--- src/rtl/mem_dump_seq.sv ---
// Memory dump sequencer: walks start_adr..stop_adr, reads a byte per address, streams it to the UART.
// Optional feature macro: CHKSUM_EN appends a mod-256 sum byte after the data bytes.
module mem_dump_seq #(
   parameter int unsigned ADDR_W     = 24,
   parameter int unsigned RD_TIMEOUT = 255
) (
   input  logic              clk,
   input  logic              reset,
   input  logic              cmd_strobe,
   input  logic [ADDR_W-1:0] start_adr,
   input  logic [ADDR_W-1:0] stop_adr,
   input  logic [23:0]       status,
   output logic [ADDR_W-1:0] mem_addr,
   output logic              mem_rd,
   input  logic              mem_ack,
   input  logic [7:0]        mem_data,
   output logic [7:0]        tx_data,
   output logic              tx_start,
   input  logic              tx_busy,
   output logic              busy,
   output logic              done,
   output logic              err
);

   typedef enum logic [3:0] {
      S_IDLE,
      S_ARM,
      S_REQ,
      S_WAIT_ACK,
      S_SEND,
      S_WAIT_TX,
      S_NEXT,
`ifdef CHKSUM_EN
      S_CSUM_SEND,
      S_CSUM_WAIT,
`endif
      S_FINISH
   } state_t;

   localparam logic [7:0] TO_LAST = 8'(RD_TIMEOUT - 1);

   state_t              r_state, w_state;
   logic                r_cmd_q;
   logic [ADDR_W-1:0]   r_addr, w_addr;
   logic [ADDR_W-1:0]   r_last, w_last;
   logic [ADDR_W-1:0]   r_mem_addr, w_mem_addr;
   logic                r_mem_rd, w_mem_rd;
   logic [7:0]          r_tx_data, w_tx_data;
   logic                r_tx_start, w_tx_start;
   logic                r_busy, w_busy;
   logic                r_done, w_done;
   logic                r_err, w_err;
   logic                r_abort_pend, w_abort_pend;
   logic [7:0]          r_cnt, w_cnt;
`ifdef CHKSUM_EN
   logic [7:0]          r_sum, w_sum;
`endif
   logic                w_dump;
   logic                w_abort;
   logic                w_unused_status;

   assign w_dump          = r_cmd_q & status[0];
   assign w_abort         = r_cmd_q & status[1];
   assign w_unused_status = ^status[23:2];

   always_comb begin
      w_state      = r_state;
      w_addr       = r_addr;
      w_last       = r_last;
      w_mem_addr   = r_mem_addr;
      w_mem_rd     = r_mem_rd;
      w_tx_data    = r_tx_data;
      w_tx_start   = 1'b0;
      w_busy       = r_busy;
      w_done       = 1'b0;
      w_err        = 1'b0;
      w_abort_pend = r_abort_pend;
      w_cnt        = r_cnt;
`ifdef CHKSUM_EN
      w_sum        = r_sum;
`endif
      // abort only latches while a dump is running; state cases below may override it
      if (w_abort && r_busy)
         w_abort_pend = 1'b1;

      case (r_state)
         S_IDLE: begin
            if (w_dump) begin
               if (start_adr <= stop_adr) begin
                  w_state      = S_ARM;
                  w_addr       = start_adr;
                  w_last       = stop_adr;
                  w_busy       = 1'b1;
                  w_abort_pend = status[1];
               end else begin
                  w_err = 1'b1;
               end
            end
         end
         S_ARM: begin
`ifdef CHKSUM_EN
            w_sum   = '0;
`endif
            w_state = S_REQ;
         end
         S_REQ: begin
            w_mem_rd   = 1'b1;
            w_mem_addr = r_addr;
            w_cnt      = '0;
            w_state    = S_WAIT_ACK;
         end
         S_WAIT_ACK: begin
            if (mem_ack) begin
               w_tx_data = mem_data;
               w_mem_rd  = 1'b0;
               w_state   = S_SEND;
            end else if (r_cnt == TO_LAST) begin
               w_mem_rd     = 1'b0;
               w_err        = 1'b1;
               w_busy       = 1'b0;
               w_abort_pend = 1'b0;
               w_state      = S_IDLE;
            end else begin
               w_cnt = r_cnt + 8'd1;
            end
         end
         S_SEND: begin
            if (!tx_busy) begin
               w_tx_start = 1'b1;
`ifdef CHKSUM_EN
               w_sum      = r_sum + r_tx_data;
`endif
               w_state    = S_WAIT_TX;
            end
         end
         S_WAIT_TX: begin
            // r_tx_start marks the first cycle, before the transmitter can raise busy
            if (!r_tx_start && !tx_busy)
               w_state = S_NEXT;
         end
         S_NEXT: begin
            if (r_addr == r_last || r_abort_pend) begin
`ifdef CHKSUM_EN
               w_state = S_CSUM_SEND;
`else
               w_state = S_FINISH;
`endif
            end else begin
               w_addr  = r_addr + ADDR_W'(1);
               w_state = S_REQ;
            end
         end
`ifdef CHKSUM_EN
         S_CSUM_SEND: begin
            if (!tx_busy) begin
               w_tx_data  = r_sum;
               w_tx_start = 1'b1;
               w_state    = S_CSUM_WAIT;
            end
         end
         S_CSUM_WAIT: begin
            if (!r_tx_start && !tx_busy)
               w_state = S_FINISH;
         end
`endif
         S_FINISH: begin
            w_done       = 1'b1;
            w_busy       = 1'b0;
            w_abort_pend = 1'b0;
            w_state      = S_IDLE;
         end
         default: begin
            w_state = S_IDLE;
         end
      endcase
   end

   always_ff @(posedge clk) begin
      if (!reset) begin
         r_state      <= S_IDLE;
         r_cmd_q      <= 1'b0;
         r_addr       <= '0;
         r_last       <= '0;
         r_mem_addr   <= '0;
         r_mem_rd     <= 1'b0;
         r_tx_data    <= '0;
         r_tx_start   <= 1'b0;
         r_busy       <= 1'b0;
         r_done       <= 1'b0;
         r_err        <= 1'b0;
         r_abort_pend <= 1'b0;
         r_cnt        <= '0;
`ifdef CHKSUM_EN
         r_sum        <= '0;
`endif
      end else begin
         r_state      <= w_state;
         r_cmd_q      <= cmd_strobe;
         r_addr       <= w_addr;
         r_last       <= w_last;
         r_mem_addr   <= w_mem_addr;
         r_mem_rd     <= w_mem_rd;
         r_tx_data    <= w_tx_data;
         r_tx_start   <= w_tx_start;
         r_busy       <= w_busy;
         r_done       <= w_done;
         r_err        <= w_err;
         r_abort_pend <= w_abort_pend;
         r_cnt        <= w_cnt;
`ifdef CHKSUM_EN
         r_sum        <= w_sum;
`endif
      end
   end

   assign mem_addr = r_mem_addr;
   assign mem_rd   = r_mem_rd;
   assign tx_data  = r_tx_data;
   assign tx_start = r_tx_start;
   assign busy     = r_busy;
   assign done     = r_done;
   assign err      = r_err;

endmodule

--- config.mk ---
export PLATFORM = sky130hd
export DESIGN_NAME = mem_dump_seq
export DESIGN_NICKNAME = d
export VERILOG_FILES = /design/src/rtl/mem_dump_seq.sv
export SDC_FILE = /design/constraint.sdc
export NUM_CORES = 1
export LEC_CHECK = 0
export CORE_ASPECT_RATIO = 0.75
export CORE_MARGIN = 2
export CORE_UTILIZATION = 50
export DETAILED_ROUTE_END_ITERATION = 12
export PLACE_DENSITY = 0.8
export REMOVE_ABC_BUFFERS = 1
export SETUP_SLACK_MARGIN = 0.1
export SYNTH_ARGS = -nofsm -noshare
export SYNTH_HDL_FRONTEND = slang
export SYNTH_SLANG_ARGS = --single-unit
--- constraint.sdc ---
create_clock -name clk -period 2.7 [get_ports clk]
set_input_delay 0.405 -clock clk [delete_from_list [all_inputs] [get_ports clk]]
set_output_delay 0.405 -clock clk [all_outputs]
set_load 0.05 [all_outputs]
==> impl_metrics.json <==
{
  "cts_hold_buffers": 0,
  "synth_ff_type": "dfxtp_1",
  "leakage_nw": 3.014,
  "cp_data_required_time_ps": 2930,
  "cts_tree": "yes",
  "cp_max_fo": 8,
  "tightest_slew_ps": 714.8,
  "final_layout_size_suffix_gt1_share_pct": 17.71,
  "utilization_pct": 72.49,
  "nNetsFinal": 916,
  "ys_warn_count": 0,
  "hold_path.class": "in -> reg",
  "grt_pass1_wl_mm": 24.33,
  "hold_path_end": "r_last[8]",
  "design.core.area_mm2": 0.01037,
  "drtIter0Drc": 631,
  "setup_viol": 0,
  "synth_cell_type_count": 66,
  "max_freq_mhz": 389.6,
  "synth_edf_count": 0,
  "diodes": 0,
  "finalMaxSlewViolations": 0,
  "antenna_found_initial": 0,
  "synthTopCellsByArea": "dfxtp_1, ha_1, a21oi_1, mux2i_1, nand2_1",
  "reg2regPathDepth": 7,
  "num_vias": 5530,
  "min_period_ps": 2567,
  "dr_wl_met3_mm": 1.532,
  "fp.dieArea_mm2": 0.01159,
  "rsz0062_at_grt": "no",
  "grt_max_degree": 52,
  "outcome": "finished, final reports clean",
  "fillers": 725,
  "yosysTopAreaCell": "dfxtp_1",
  "fin_area_mm2": 0.007517,
  "wl_met2_mm": 7.613,
  "gp_congestion": 0.9093,
  "powerDensity_mw_per_mm2": 504.9,
  "wl_per_cell_um": 17.60,
  "rr_endpoint": "r_addr[13]",
  "crit_type": "in -> reg",
  "async_flop_share_pct": 0,
  "initial_utilization_pct": 51.75,
  "first_global_vias": 5086,
  "wl_mm": 16.51,
  "placed_cell_area_mm2": 0.006895,
  "yosysMostFrequentCell": "dfxtp_1",
  "wirelength_met1_mm": 6.872,
  "finalClockSkew_ps": 5.905,
  "ff2ff_setup_slack_ps": 190,
  "highest-signal-layer": "met4",
  "vias_per_cell": 5.896,
  "rows": 32,
  "drcViolationCount": 0,
  "max-slew-margin-rel_pct": 51.84,
  "holdPathStages": 3,
  "p_total_w": 0.003795,
  "clk_latency_ps": 350,
  "dr.pass1.iters": 5,
  "holdCritStartpoint": "stop_adr[8]",
  "synth_common_cells": "dfxtp_1, nand2_1, a21oi_1",
  "area_delta_synth_final_pct": 40.08,
  "cp-start-kind": "input pin",
  "critPathCaptureType": "register",
  "tns_ps": 0,
  "pin_count": 122,
  "synth-seq-cells": 98,
  "clockBufferDepth": 2,
  "cts-htree-levels": 3,
  "syn_area_per_cell_um2": 8.206,
  "cts_buffers": 9,
  "post-dp-hpwl_mm": 11.25,
  "whs_ps": 397.9,
  "track_usage_pct": 27.07,
  "finalCritPeriodShare_pct": 95.07,
  "synth_area_mm2": 0.005366,
  "cap_violations": 0,
  "ir_drop_mv": 0.3584,
  "hold_viol_final": 0,
  "clk_pin_slew_ps": 60,
  "cp.arrival_ps": 2800,
  "die_w_um": 123.6,
  "gr-total-overflow": 0,
  "seq_area_frac_synth_pct": 36.56,
  "root_buffer": "clkbuf_16",
  "die_y_um": 93.72,
  "r2r_start": "r_addr[7]",
  "synth_cells": 654,
  "cts_sinks": 98,
  "portBuffers": 99,
  "netlist.area_leader.share_pct": 36.56,
  "ant_nets": 0
}
-- what timing repair did --
action                     in CTS  in global routing
cloned                          0                  2
buffers inserted                0                  6
resized for setup               2                 64
pin swaps                       1                 18
setup endpoints to repair      27                 52
-- worst max-delay path by stage --
| stage | start | endpoint | cells past startpoint |
|---|---|---|---|
| floorplan | r_state[0] | r_addr[18] | 7 |
| global placement | stop_adr[19] | r_addr[22] | 11 |
| detailed placement | stop_adr[19] | r_addr[9] | 11 |
| CTS | stop_adr[19] | r_addr[9] | 11 |
| global route | start_adr[14] | r_last[18] | 12 |
| finish | start_adr[14] | r_last[0] | 12 |
-- worst max-delay path, cell delays in order --
cell	delay, ps
clkdlybuf4s50_1	430
ha_1	330
nand4_1	220
buf_4	150
nor3_1	40
a21oi_2	190
o21ai_4	140
a211oi_4	300
buf_4	180
clkbuf_16	170
mux2i_1	190
nor2_1	50
-- per-stage QoR --
| step | instances | setup WS [ps] |
|---|---|---|
| 6_report | 938 | 133.0 |
| 5_1_grt | 938 | 28.08 |
| 4_1_cts | 930 | 72.88 |
| 3_5_place_dp | 917 | -412.5 |
| 3_3_place_gp | 917 | -313.9 |
| 2_1_floorplan | 615 | -677.6 |
-- layout by cell type, fill, tap and decap left out, types with 8 or more instances in the layout --
master           count
buf_4               66
inv_2                8
xnor2_1             24
nor3_1              10
dlymetal6s2s_1      21
o21ai_0             30
clkdlybuf4s50_1     78
nand4_1             15
a21oi_1             64
ha_1                22
dfxtp_1             98
ha_4                 9
nand2_1             89
inv_1               23
nand3_1             23
mux2i_1             34
clkbuf_16           10
nor2_1              51
-- layout make-up --
cell class / count / area (um^2) / area share [%]
flip-flops and latches: 98 / 1962 / 26.10
repair buffers: 173 / 1678 / 22.32
clock inverters: 4 / 22.52 / 0.2996
multi-input cells: 487 / 3343 / 44.47
clock buffers: 9 / 225.2 / 2.996
well taps: 136 / 170.2 / 2.264
inverters: 31 / 116.4 / 1.548
-- flip-flops by register name (all words and copies together) (netlist names) --
name / count
r_abort_pend: 1
r_cnt: 8
busy: 1
r_last: 24
tx_data: 8
r_cmd_q: 1
mem_rd: 1
tx_start: 1
done: 1
mem_addr: 24
err: 1
r_state: 3
r_addr: 24
-- per-layer routing --
layer	up-vias	global-route usage [%]
met5	-	0
met4	0	11.08
met3	35	5.583
met2	311	42.63
met1	2589	36.15
li1	2595	-
-- logic make-up (layout without fill, tap and decap cells) --
family / count (synthesis) / in the layout / synth area share (%)
buffers and inverters: 70 / 217 / 5.386
XOR/XNOR: 28 / 28 / 4.570
AO/OA/AOI/OAI: 161 / 162 / 19.28
AND/OR/NAND/NOR: 232 / 232 / 20.63
adder cells (fa/ha/maj): 31 / 31 / 7.228
multiplexers: 34 / 34 / 6.342
flip-flops: 98 / 98 / 36.56
-- report_power, final --
group          switching [W]  total, W  internal [W]
clock               0.000536   0.00114      0.000604
combinational       0.000580   0.00105      0.000471
sequential         0.0000870   0.00160       0.00152
(Power assumes the default switching activity.)
